**config.mk**
```make
export PLATFORM = sky130hd
export DESIGN_NAME = mem_arbiter
export DESIGN_NICKNAME = d
export VERILOG_FILES = /design/src/rtl/mem_arbiter.sv
export SDC_FILE = /design/constraint.sdc
export NUM_CORES = 1
export LEC_CHECK = 0
export ABC_CLOCK_PERIOD_IN_PS = 3200
export CORE_AREA = 2 2 139 141
export DETAILED_ROUTE_END_ITERATION = 6
export DIE_AREA = 0 0 141 143
export DONT_BUFFER_PORTS = 1
export GPL_ROUTABILITY_DRIVEN = 1
export SYNTH_ARGS = -nofsm -noshare
export SYNTH_HDL_FRONTEND = slang
export SYNTH_SLANG_ARGS = --single-unit
```
**constraint.sdc**
```tcl
create_clock -name clk -period 3.2 [get_ports clk]
set_input_delay 0.16 -clock clk [delete_from_list [all_inputs] [get_ports clk]]
set_output_delay 0.16 -clock clk [all_outputs]
set_load 0.005 [all_outputs]
```
**src/rtl/mem_arbiter.sv**
```systemverilog
// mem_arbiter: two-port arbiter in front of the single-ported SOC RAM.
// Port 0 is the processor and port 1 is an auxiliary master. Accesses are
// serialised through IDLE -> ACCESS -> DONE. The RAM strobes are registered
// copies of the granted port's request and are held for exactly one cycle.
// Optional build macro: MEM_ARB_STATS_EN adds saturating grant and conflict
// counters. When it is undefined the stat outputs are tied to zero.
module mem_arbiter #(
    parameter int ADDR_WIDTH  = 32,
    parameter int ROUND_ROBIN = 1
) (
    input  logic                  clk,
    input  logic                  rst,
    input  logic                  p0_req,
    input  logic [ADDR_WIDTH-1:0] p0_addr,
    input  logic                  p0_rstrb,
    input  logic [3:0]            p0_wmask,
    input  logic [31:0]           p0_wdata,
    output logic [31:0]           p0_rdata,
    output logic                  p0_done,
    input  logic                  p1_req,
    input  logic [ADDR_WIDTH-1:0] p1_addr,
    input  logic                  p1_rstrb,
    input  logic [3:0]            p1_wmask,
    input  logic [31:0]           p1_wdata,
    output logic [31:0]           p1_rdata,
    output logic                  p1_done,
    output logic [ADDR_WIDTH-1:0] mem_addr,
    output logic                  mem_rstrb,
    output logic [3:0]            mem_wmask,
    output logic [31:0]           mem_wdata,
    input  logic [31:0]           mem_rdata,
    output logic [15:0]           stat_p0_grants,
    output logic [15:0]           stat_p1_grants,
    output logic [15:0]           stat_conflicts
);

    typedef enum logic [1:0] {
        IDLE   = 2'd0,
        ACCESS = 2'd1,
        DONE   = 2'd2
    } state_t;

    state_t state_q, state_d;
    logic   gnt_q, gnt_d;
    logic   last_q;
    logic   enter_access;
    logic   other_req;

    logic [ADDR_WIDTH-1:0] sel_addr;
    logic                  sel_rstrb;
    logic [3:0]            sel_wmask;
    logic [31:0]           sel_wdata;

    // Next-state and grant decision; the finishing port is never re-granted from DONE
    always_comb begin
        state_d      = state_q;
        gnt_d        = gnt_q;
        enter_access = 1'b0;
        other_req    = gnt_q ? p0_req : p1_req;
        case (state_q)
            IDLE: begin
                if (p0_req && p1_req) begin
                    enter_access = 1'b1;
                    gnt_d        = (ROUND_ROBIN != 0) ? ~last_q : 1'b0;
                end else if (p0_req) begin
                    enter_access = 1'b1;
                    gnt_d        = 1'b0;
                end else if (p1_req) begin
                    enter_access = 1'b1;
                    gnt_d        = 1'b1;
                end
            end
            ACCESS: begin
                state_d = DONE;
            end
            DONE: begin
                if (other_req) begin
                    enter_access = 1'b1;
                    gnt_d        = ~gnt_q;
                end else begin
                    state_d = IDLE;
                end
            end
            default: begin
                state_d = IDLE;
            end
        endcase
        if (enter_access) begin
            state_d = ACCESS;
        end
    end

    // Request mux selecting the port that is about to be granted
    always_comb begin
        sel_addr  = gnt_d ? p1_addr  : p0_addr;
        sel_rstrb = gnt_d ? p1_rstrb : p0_rstrb;
        sel_wmask = gnt_d ? p1_wmask : p0_wmask;
        sel_wdata = gnt_d ? p1_wdata : p0_wdata;
    end

    // State, grant and last-granted registers; last starts at 1 so port 0 wins the first tie
    always_ff @(posedge clk or posedge rst) begin
        if (rst) begin
            state_q <= IDLE;
            gnt_q   <= 1'b0;
            last_q  <= 1'b1;
        end else begin
            state_q <= state_d;
            gnt_q   <= gnt_d;
            if (enter_access) begin
                last_q <= gnt_d;
            end
        end
    end

    // RAM request registers: loaded on entry to ACCESS, cleared in every other cycle
    always_ff @(posedge clk or posedge rst) begin
        if (rst) begin
            mem_addr  <= '0;
            mem_rstrb <= 1'b0;
            mem_wmask <= 4'b0000;
            mem_wdata <= 32'h0;
        end else if (enter_access) begin
            mem_addr  <= sel_addr;
            mem_rstrb <= sel_rstrb;
            mem_wmask <= sel_wmask;
            mem_wdata <= sel_wdata;
        end else begin
            mem_addr  <= '0;
            mem_rstrb <= 1'b0;
            mem_wmask <= 4'b0000;
            mem_wdata <= 32'h0;
        end
    end

    // Completion pulse and read data steered to the granted port only
    always_comb begin
        p0_done  = (state_q == DONE) && !gnt_q;
        p1_done  = (state_q == DONE) &&  gnt_q;
        p0_rdata = p0_done ? mem_rdata : 32'h0;
        p1_rdata = p1_done ? mem_rdata : 32'h0;
    end

`ifdef MEM_ARB_STATS_EN
    // Saturating statistics; a conflict is an IDLE arbitration where both ports ask at once
    always_ff @(posedge clk or posedge rst) begin
        if (rst) begin
            stat_p0_grants <= 16'h0;
            stat_p1_grants <= 16'h0;
            stat_conflicts <= 16'h0;
        end else begin
            if (enter_access && !gnt_d && (stat_p0_grants != 16'hFFFF)) begin
                stat_p0_grants <= stat_p0_grants + 16'd1;
            end
            if (enter_access && gnt_d && (stat_p1_grants != 16'hFFFF)) begin
                stat_p1_grants <= stat_p1_grants + 16'd1;
            end
            if ((state_q == IDLE) && p0_req && p1_req && (stat_conflicts != 16'hFFFF)) begin
                stat_conflicts <= stat_conflicts + 16'd1;
            end
        end
    end
`else
    assign stat_p0_grants = 16'h0;
    assign stat_p1_grants = 16'h0;
    assign stat_conflicts = 16'h0;
`endif

endmodule

```
==> impl_metrics.ini, run 1 <==
[status]
tool.error = [ERROR RSZ-0060] Max buffer count reached.
stop_stage = clock tree synthesis
status = aborted with a tool error

[floorplanning]
placementRows = 50
io-pin-count = 357
die_h_um = 143
initial_utilization_pct = 22.95
die_x_um = 141

[place]
dp_hpwl_um = 8932
placed_area_mm2 = 0.004192
place_inst = 649
portBuffers = 0
place_congestion = 0.7168

[synthesis]
synth_fa_ha_area_share_pct = 0
synth_top_family_by_area = simple AND/OR/NAND/NOR gates
syn_area_mm2 = 0.004264
syn_area_per_cell_um2 = 9.392
yosys_warnings = 0
synth-seq-area-share_pct = 42.87
yosys-mux-area-fraction_pct = 0.2641
ys_types = 25
yosys.area_share.simple_pct = 26.73
synthCells = 454
synth_xor_area_share_pct = 0
synth_compound_gate_area_share_pct = 15.40
ys_ff_latch = 73

[clock_network]
ctsLongestPathBuffers = 2
h-tree-depth = 3
cts.sinks = 73
post_cts_resize_count = 0
cts_setup_buffers = 0
numCtsBuffers = 9
cts_root_buf = clkbuf_16
ctsHoldBuffers = 134
-- synthesized netlist by cell type (all sizes together) --
library cell	instances	share of area [%]
nand2	69	6.1
a211oi	1	0.47
buf	78	13
nand2b	1	0.15
and2	65	9.6
mux2	1	0.26
clkbuf	14	1.2
and3	2	0.29
a21bo	1	0.23
a211o	1	0.21
conb	1	0.088
nand4	69	10
nor4bb	1	0.23
dfrtp	72	42
o21ai	70	14
inv	4	0.35
dfstp	1	0.62
a21oi	1	0.21
nor2	1	0.088
nor3b	1	0.18
-- kinds of logic after synthesis --
family          count (synthesis)
compound gates                 74
buf+inv                        96
mux                             1
other cells                     1
flops                          73
simple gates                  209
-- per-stage QoR --
step / setup slack, ps / util (%)
floorplan: 1188 / -
global placement: 894.1 / 22.56
detailed placement: 865.6 / 22.56
==> run 2: changes to the inputs <==
CORE_AREA = default   (was 2 2 139 141)
CORE_UTILIZATION = 20   (was default)
DIE_AREA = default   (was 0 0 141 143)
PLACE_DENSITY_LB_ADDON = 0.15   (was default)
==> run 2 against run 1 <==
Against the previous run:
- the run now ends clean
- synthesized area did not move
- synthesized cell count did not move
==> impl_metrics.ini, run 2 <==
[status]
status = complete, no violations

[worst_setup_path]
crit_chain = nand2b_1 > a21oi_4 > and2_4 > buf_4 > o21ai_2 > dlygate4sd3_1
critPathMaxFanout = 37
r2r_cells = 6
required_ps = 3420
critPathMaxStageDelay_ps = 640
cpLargestDelayFamily = buffers and inverters
end_kind = flop
crit_buf_inv = 2
crit_path_end = mem_addr[26]
crit_arrival_ps = 3130
worstSetupPathType = reg -> reg
cp.depth = 6
r2r_slack_ps = 290
cp-startpoint = state_q[0]
cp_slowest_cell = buf_4
r2r_end = mem_addr[26]
setup.worst_path.start_class = flop
r2r_start = state_q[0]

[synthesis]
ys_ff_latch = 73
yosys-top-cells-area = dfrtp_1 (42%), o21ai_2 (14%), nand4_1 (10%), and2_1 (9.4%), buf_4 (8.8%)
synth-edff-count = 0
yosysTopAreaCellShare_pct = 42.25
synthFlopType = dfrtp_1
yosys.area.top_type = dfrtp_1
synth_common_cells = dfrtp_1 (72), nand2_1 (69), nand4_1 (69), o21ai_2 (69), and2_1 (64)
syn_area_per_cell_um2 = 9.392
yosysMostFrequentCell = dfrtp_1
yosys_warnings = 0
ys_types = 25
syn_area_mm2 = 0.004264
async_flop_share_pct = 100.0
synth-seq-area-share_pct = 42.87
synthCells = 454

[global_routing]
grt.total_usage_pct = 13.25
grt_pass1_wl_um = 21490
antenna_found_initial = 1
grt_pass1_vias = 3662
grt_max_degree = 77
grt_overflow = 0

[power]
total_power_mw = 5.146
leakage_nw = 2.634
irDropWorstVdd_mv = 0.3013
p_per_area_mw_per_mm2 = 869.9

[cells_and_area]
fin_cells = 845
drive_above_1_share_pct = 17.25
multi_input_area_mm2 = 0.001997
reg_top3 = mem_addr (32), mem_wdata (32), mem_wmask (4)
syn_to_final_growth_pct = 38.73
layout_common_cells = dlygate4sd3_1 (137), dfrtp_1 (72), nand2_1 (69), nand4_1 (69), o21ai_2 (69)
fin_nets = 737
fillers = 2220
regArea_mm2 = 0.001828
layout_commonest_cell = dlygate4sd3_1

[timing]
setup_tns_ps = 0
rsz0062_at_grt = false
timing.final.max_slew_violations = 0
post-route-min-period_ps = 2912
fin_skew_ps = 5.014
slew_headroom_pct = 31.75
finalHoldViolCount = 0
post-route-period-util_pct = 91.00
fmax_ghz = 0.3434
setup_violations = 0
worstMarginPinSlew_ps = 1024

[clock_network]
h-tree-depth = 3
cts_tree = done
cts.clk_slew.worst_paths_ps = 60
cts.sinks = 73
ctsLongestPathBuffers = 2
numCtsBuffers = 9
ctsHoldBuffers = 137
insertion_delay_ps = 340
post_cts_resize_count = 0
cts_setup_buffers = 0
cts_root_buf = clkbuf_16

[floorplanning]
die_h_um = 148.0
die_x_um = 148.0
io-pin-count = 357
core_area_mm2 = 0.02096
initial_utilization_pct = 20.35
die_area_mm2 = 0.02191
placementRows = 53

[drt]
ant_nets = 0
dr.pass1.iters = 4
vias_per_cell = 4.444
num_vias = 3755
drt-total-wl_um = 14840
wl_per_cell_um = 17.56
drcViolationCount = 0
detail_route.iter0.violations = 168

[place]
portBuffers = 0
dp_hpwl_um = 9931
place_inst = 690
place_congestion = 0.7008

[hold_path]
min_path_cells = 2
holdCritPathClass = in -> reg

[flow_run]
max_cap_viol_count = 0
-- run 2: cell counts after synthesis --
Identical to the previous run, type by type.
-- run 2: cell families (layout without fill, tap and decap cells) --
logic type | count (synthesis) | after routing | synth area share [%]
flops | 73 | 73 | 42.87
simple gates | 209 | 209 | 26.73
other cells | 1 | 50 | 0.08794
mux | 1 | 1 | 0.2641
compound gates | 74 | 74 | 15.40
buf+inv | 96 | 163 | 14.64
-- run 2: how the worst min path moves through the flow --
stage	startpoint	end	slack, ps
after floorplan	p0_addr[0]	mem_addr[0]	300
after global placement	p0_addr[21]	mem_addr[21]	300
after detailed placement	p0_wdata[10]	mem_wdata[10]	300
after CTS	p1_wdata[14]	mem_wdata[14]	0.2
after global routing	p1_wdata[14]	mem_wdata[14]	20
final	p1_wdata[14]	mem_wdata[14]	30
-- run 2: where the power goes --
group / internal (mW) / leakage [nW] / switching [mW]
clock: 0.607 / 0.139 / 0.428
sequential: 1.37 / 0.956 / 0.300
combinational: 1.05 / 1.54 / 1.39
total: 3.03 / 2.63 / 2.12
-- run 2: area by class of cell --
type / instances / share of cell area (%)
Inverter: 4 / 0.2750
Sequential cell: 73 / 30.90
Tap cell: 275 / 5.816
Clock buffer: 10 / 3.871
Multi-Input combinational cell: 332 / 33.76
Timing Repair Buffer: 143 / 24.15
Antenna cell: 2 / 0.08460
Clock inverter: 6 / 1.142
-- run 2: worst reg2reg max path, cell delays in order, from the launching register on --
cell and delay (ps):
dfrtp_1 430, nand2b_1 200, a21oi_4 160, and2_4 540
buf_4 700, o21ai_2 170, dlygate4sd3_1 580
-- run 2: metal layers --
metal | share of wire, % | vias up | global-route usage, %
met5 | 0 | - | 0
met2 | 57 | 227 | 25.66
li1 | - | 1689 | -
met4 | 1.5 | 0 | 4.691
met1 | 35 | 1830 | 13.55
met3 | 7.0 | 9 | 3.395
-- run 2: metrics by stage --
step	setup WS [ps]	util [%]	hold slack, ps	area, µm²
after detailed placement	824.5	20.25	302.4	4243
after floorplan	1188	-	297.7	4441
after global placement	868.3	20.25	299.5	4243
final	288.0	28.23	27.03	5916
after CTS	267.6	28.21	0.1908	5911
after global routing	148.4	28.23	22.08	5916
Power figures use the tool's default switching activity.
==> run 3: changes to the inputs <==
SETUP_SLACK_MARGIN = 0.3   (was default)
==> run 3 against run 2 <==
Against the previous run:
- combinational power down 11%
- first-iteration DRC count up 4.2%
- critical path type unchanged
- clock power is essentially flat
==> impl_metrics.ini, run 3 (same netlist as run 2, synthesis figures left out) <==
[worst_setup_path]
end_kind = flop
required_ps = 3480
worstSetupPathType = reg -> reg
crit_arrival_ps = 2850
setup.worst_path.start_class = flop
critPathMaxFanout = 64
critPathMaxStageDelay_ps = 560
r2r_slack_ps = 630
crit_chain = a21bo_2 > a211oi_4 > buf_4 > nand4_1 > o21ai_2 > dlygate4sd3_1
cp_slowest_cell = buf_4

[flow_run]
max_cap_viol_count = 0

[power]
total_power_mw = 4.868
p_seq_share_pct = 34.2
p_per_area_mw_per_mm2 = 823.0
irDropWorstVdd_mv = 0.3022
p_int_mw = 2.787
sw_frac_of_total_pct = 42.76
combPwrFrac_pct = 44.5
power.switching_mw = 2.082
leakage_nw = 2.570
p_clk_share_pct = 21.3

[timing]
rsz0062_at_grt = false
slew_headroom_pct = 32.37
timing.final.max_slew_violations = 0
holdWs_ps = 28.92
post-route-min-period_ps = 2568
fmax_ghz = 0.3895
worstMarginPinSlew_ps = 1014
post-route-period-util_pct = 80.24
setup_violations = 0
fin_skew_ps = 4.974
timing.final.ws_setup_ps = 632.3
finalHoldViolCount = 0
setup_tns_ps = 0

[cells_and_area]
layout_commonest_cell = dlygate4sd3_1
postLayoutCoreUtil_pct = 28.23
reg_top3 = mem_addr (32), mem_wdata (32), mem_wmask (4)
fin_nets = 737
syn_to_final_growth_pct = 38.73
drive_above_1_share_pct = 17.25
design_area_mm2 = 0.005916
fin_cells = 845
fillers = 2224
layout_common_cells = dlygate4sd3_1 (137), dfrtp_1 (72), nand2_1 (69), nand4_1 (69), o21ai_2 (69)

[drt]
ant_nets = 0
dr.pass1.iters = 4
wl_per_cell_um = 17.59
drcViolationCount = 0
num_vias = 3766
detail_route.iter0.violations = 175
drt-total-wl_um = 14860
vias_per_cell = 4.457

[global_routing]
grt_pass1_wl_um = 21890
grt_max_degree = 77
antenna_found_initial = 1
grt_overflow = 0
grt_pass1_vias = 3718
grt.total_usage_pct = 13.42

[floorplanning]
core_area_mm2 = 0.02096
initial_utilization_pct = 20.35
io-pin-count = 357
die_h_um = 148.0
placementRows = 53
die_area_mm2 = 0.02191
die_x_um = 148.0

[clock_network]
cts.clk_slew.worst_paths_ps = 60
ctsLongestPathBuffers = 2
numCtsBuffers = 9
post_cts_resize_count = 0
cts_setup_buffers = 0
cts_tree = done
cts_root_buf = clkbuf_16
cts.sinks = 73
insertion_delay_ps = 330
h-tree-depth = 3

[status]
status = complete, no violations

[hold_path]
holdCritPathClass = in -> reg

[place]
place_congestion = 0.7008
placed_area_mm2 = 0.004243
place_inst = 690
pre_cts_slack_ps = 824.5
dp_hpwl_um = 9931
portBuffers = 0
==> run 3: timing repair <==
| action | 4_1_cts | 5_1_grt |
|---|---|---|
| setup endpoints to repair | 0 | 0 |
| hold buffers | 137 | 0 |
| endpoints found under the hold margin | 118 | 0 |
==> run 3: final cells by class <==
class                   instances  area [µm²]  share of cell area, %
multi-input cells             332        1997                  33.76
flip-flops and latches         73        1828                  30.90
repair buffers                143        1429                  24.15
well taps                     275       344.1                  5.816
clock buffers                  10       229.0                  3.871
clock inverters                 6       67.56                  1.142
inverters                       4       16.27                 0.2750
diodes                          2       5.005                0.08460
==> run 3: worst max-delay path, delay by kind of cell, from the launching register on <==
family | cells | cell delay [ps]
buffers and inverters | 2 | 1110
DFF | 1 | 440
and+or+nand+nor | 1 | 260
AOI/OAI and AO/OA | 3 | 660
==> run 3: final timing paths <==
check / cells after the start / end / from
max reg2reg: 6 / mem_wdata[3] / state_q[1]
min: 2 / mem_wdata[14] / p1_wdata[14]
min reg2reg: 1 / state_q[1] / state_q[1]
min in group asynchronous: 2 / mem_addr[3] / rst
max in group asynchronous: 3 / mem_wdata[11] / rst
max: 6 / mem_wdata[3] / state_q[1]
==> run 3: layer usage <==
layer | global-route usage (%) | part of all wire (%) | up-vias
met3 | 3.210 | 6.5 | 9
met4 | 4.691 | 1.5 | 0
li1 | - | - | 1690
met2 | 26.10 | 57 | 225
met1 | 13.79 | 35 | 1842
met5 | 0 | 0 | -
==> run 3: power groups by stage <==
stage / clock (mW) / combinational, mW / sequential, mW
2_1_floorplan: 0 / 1.66 / 1.57
3_3_place_gp: 0 / 1.78 / 1.71
3_5_place_dp: 0 / 1.83 / 1.70
4_1_cts: 1.09 / 2.19 / 1.69
5_1_grt: 1.13 / 2.41 / 1.71
6_report: 1.04 / 2.17 / 1.67
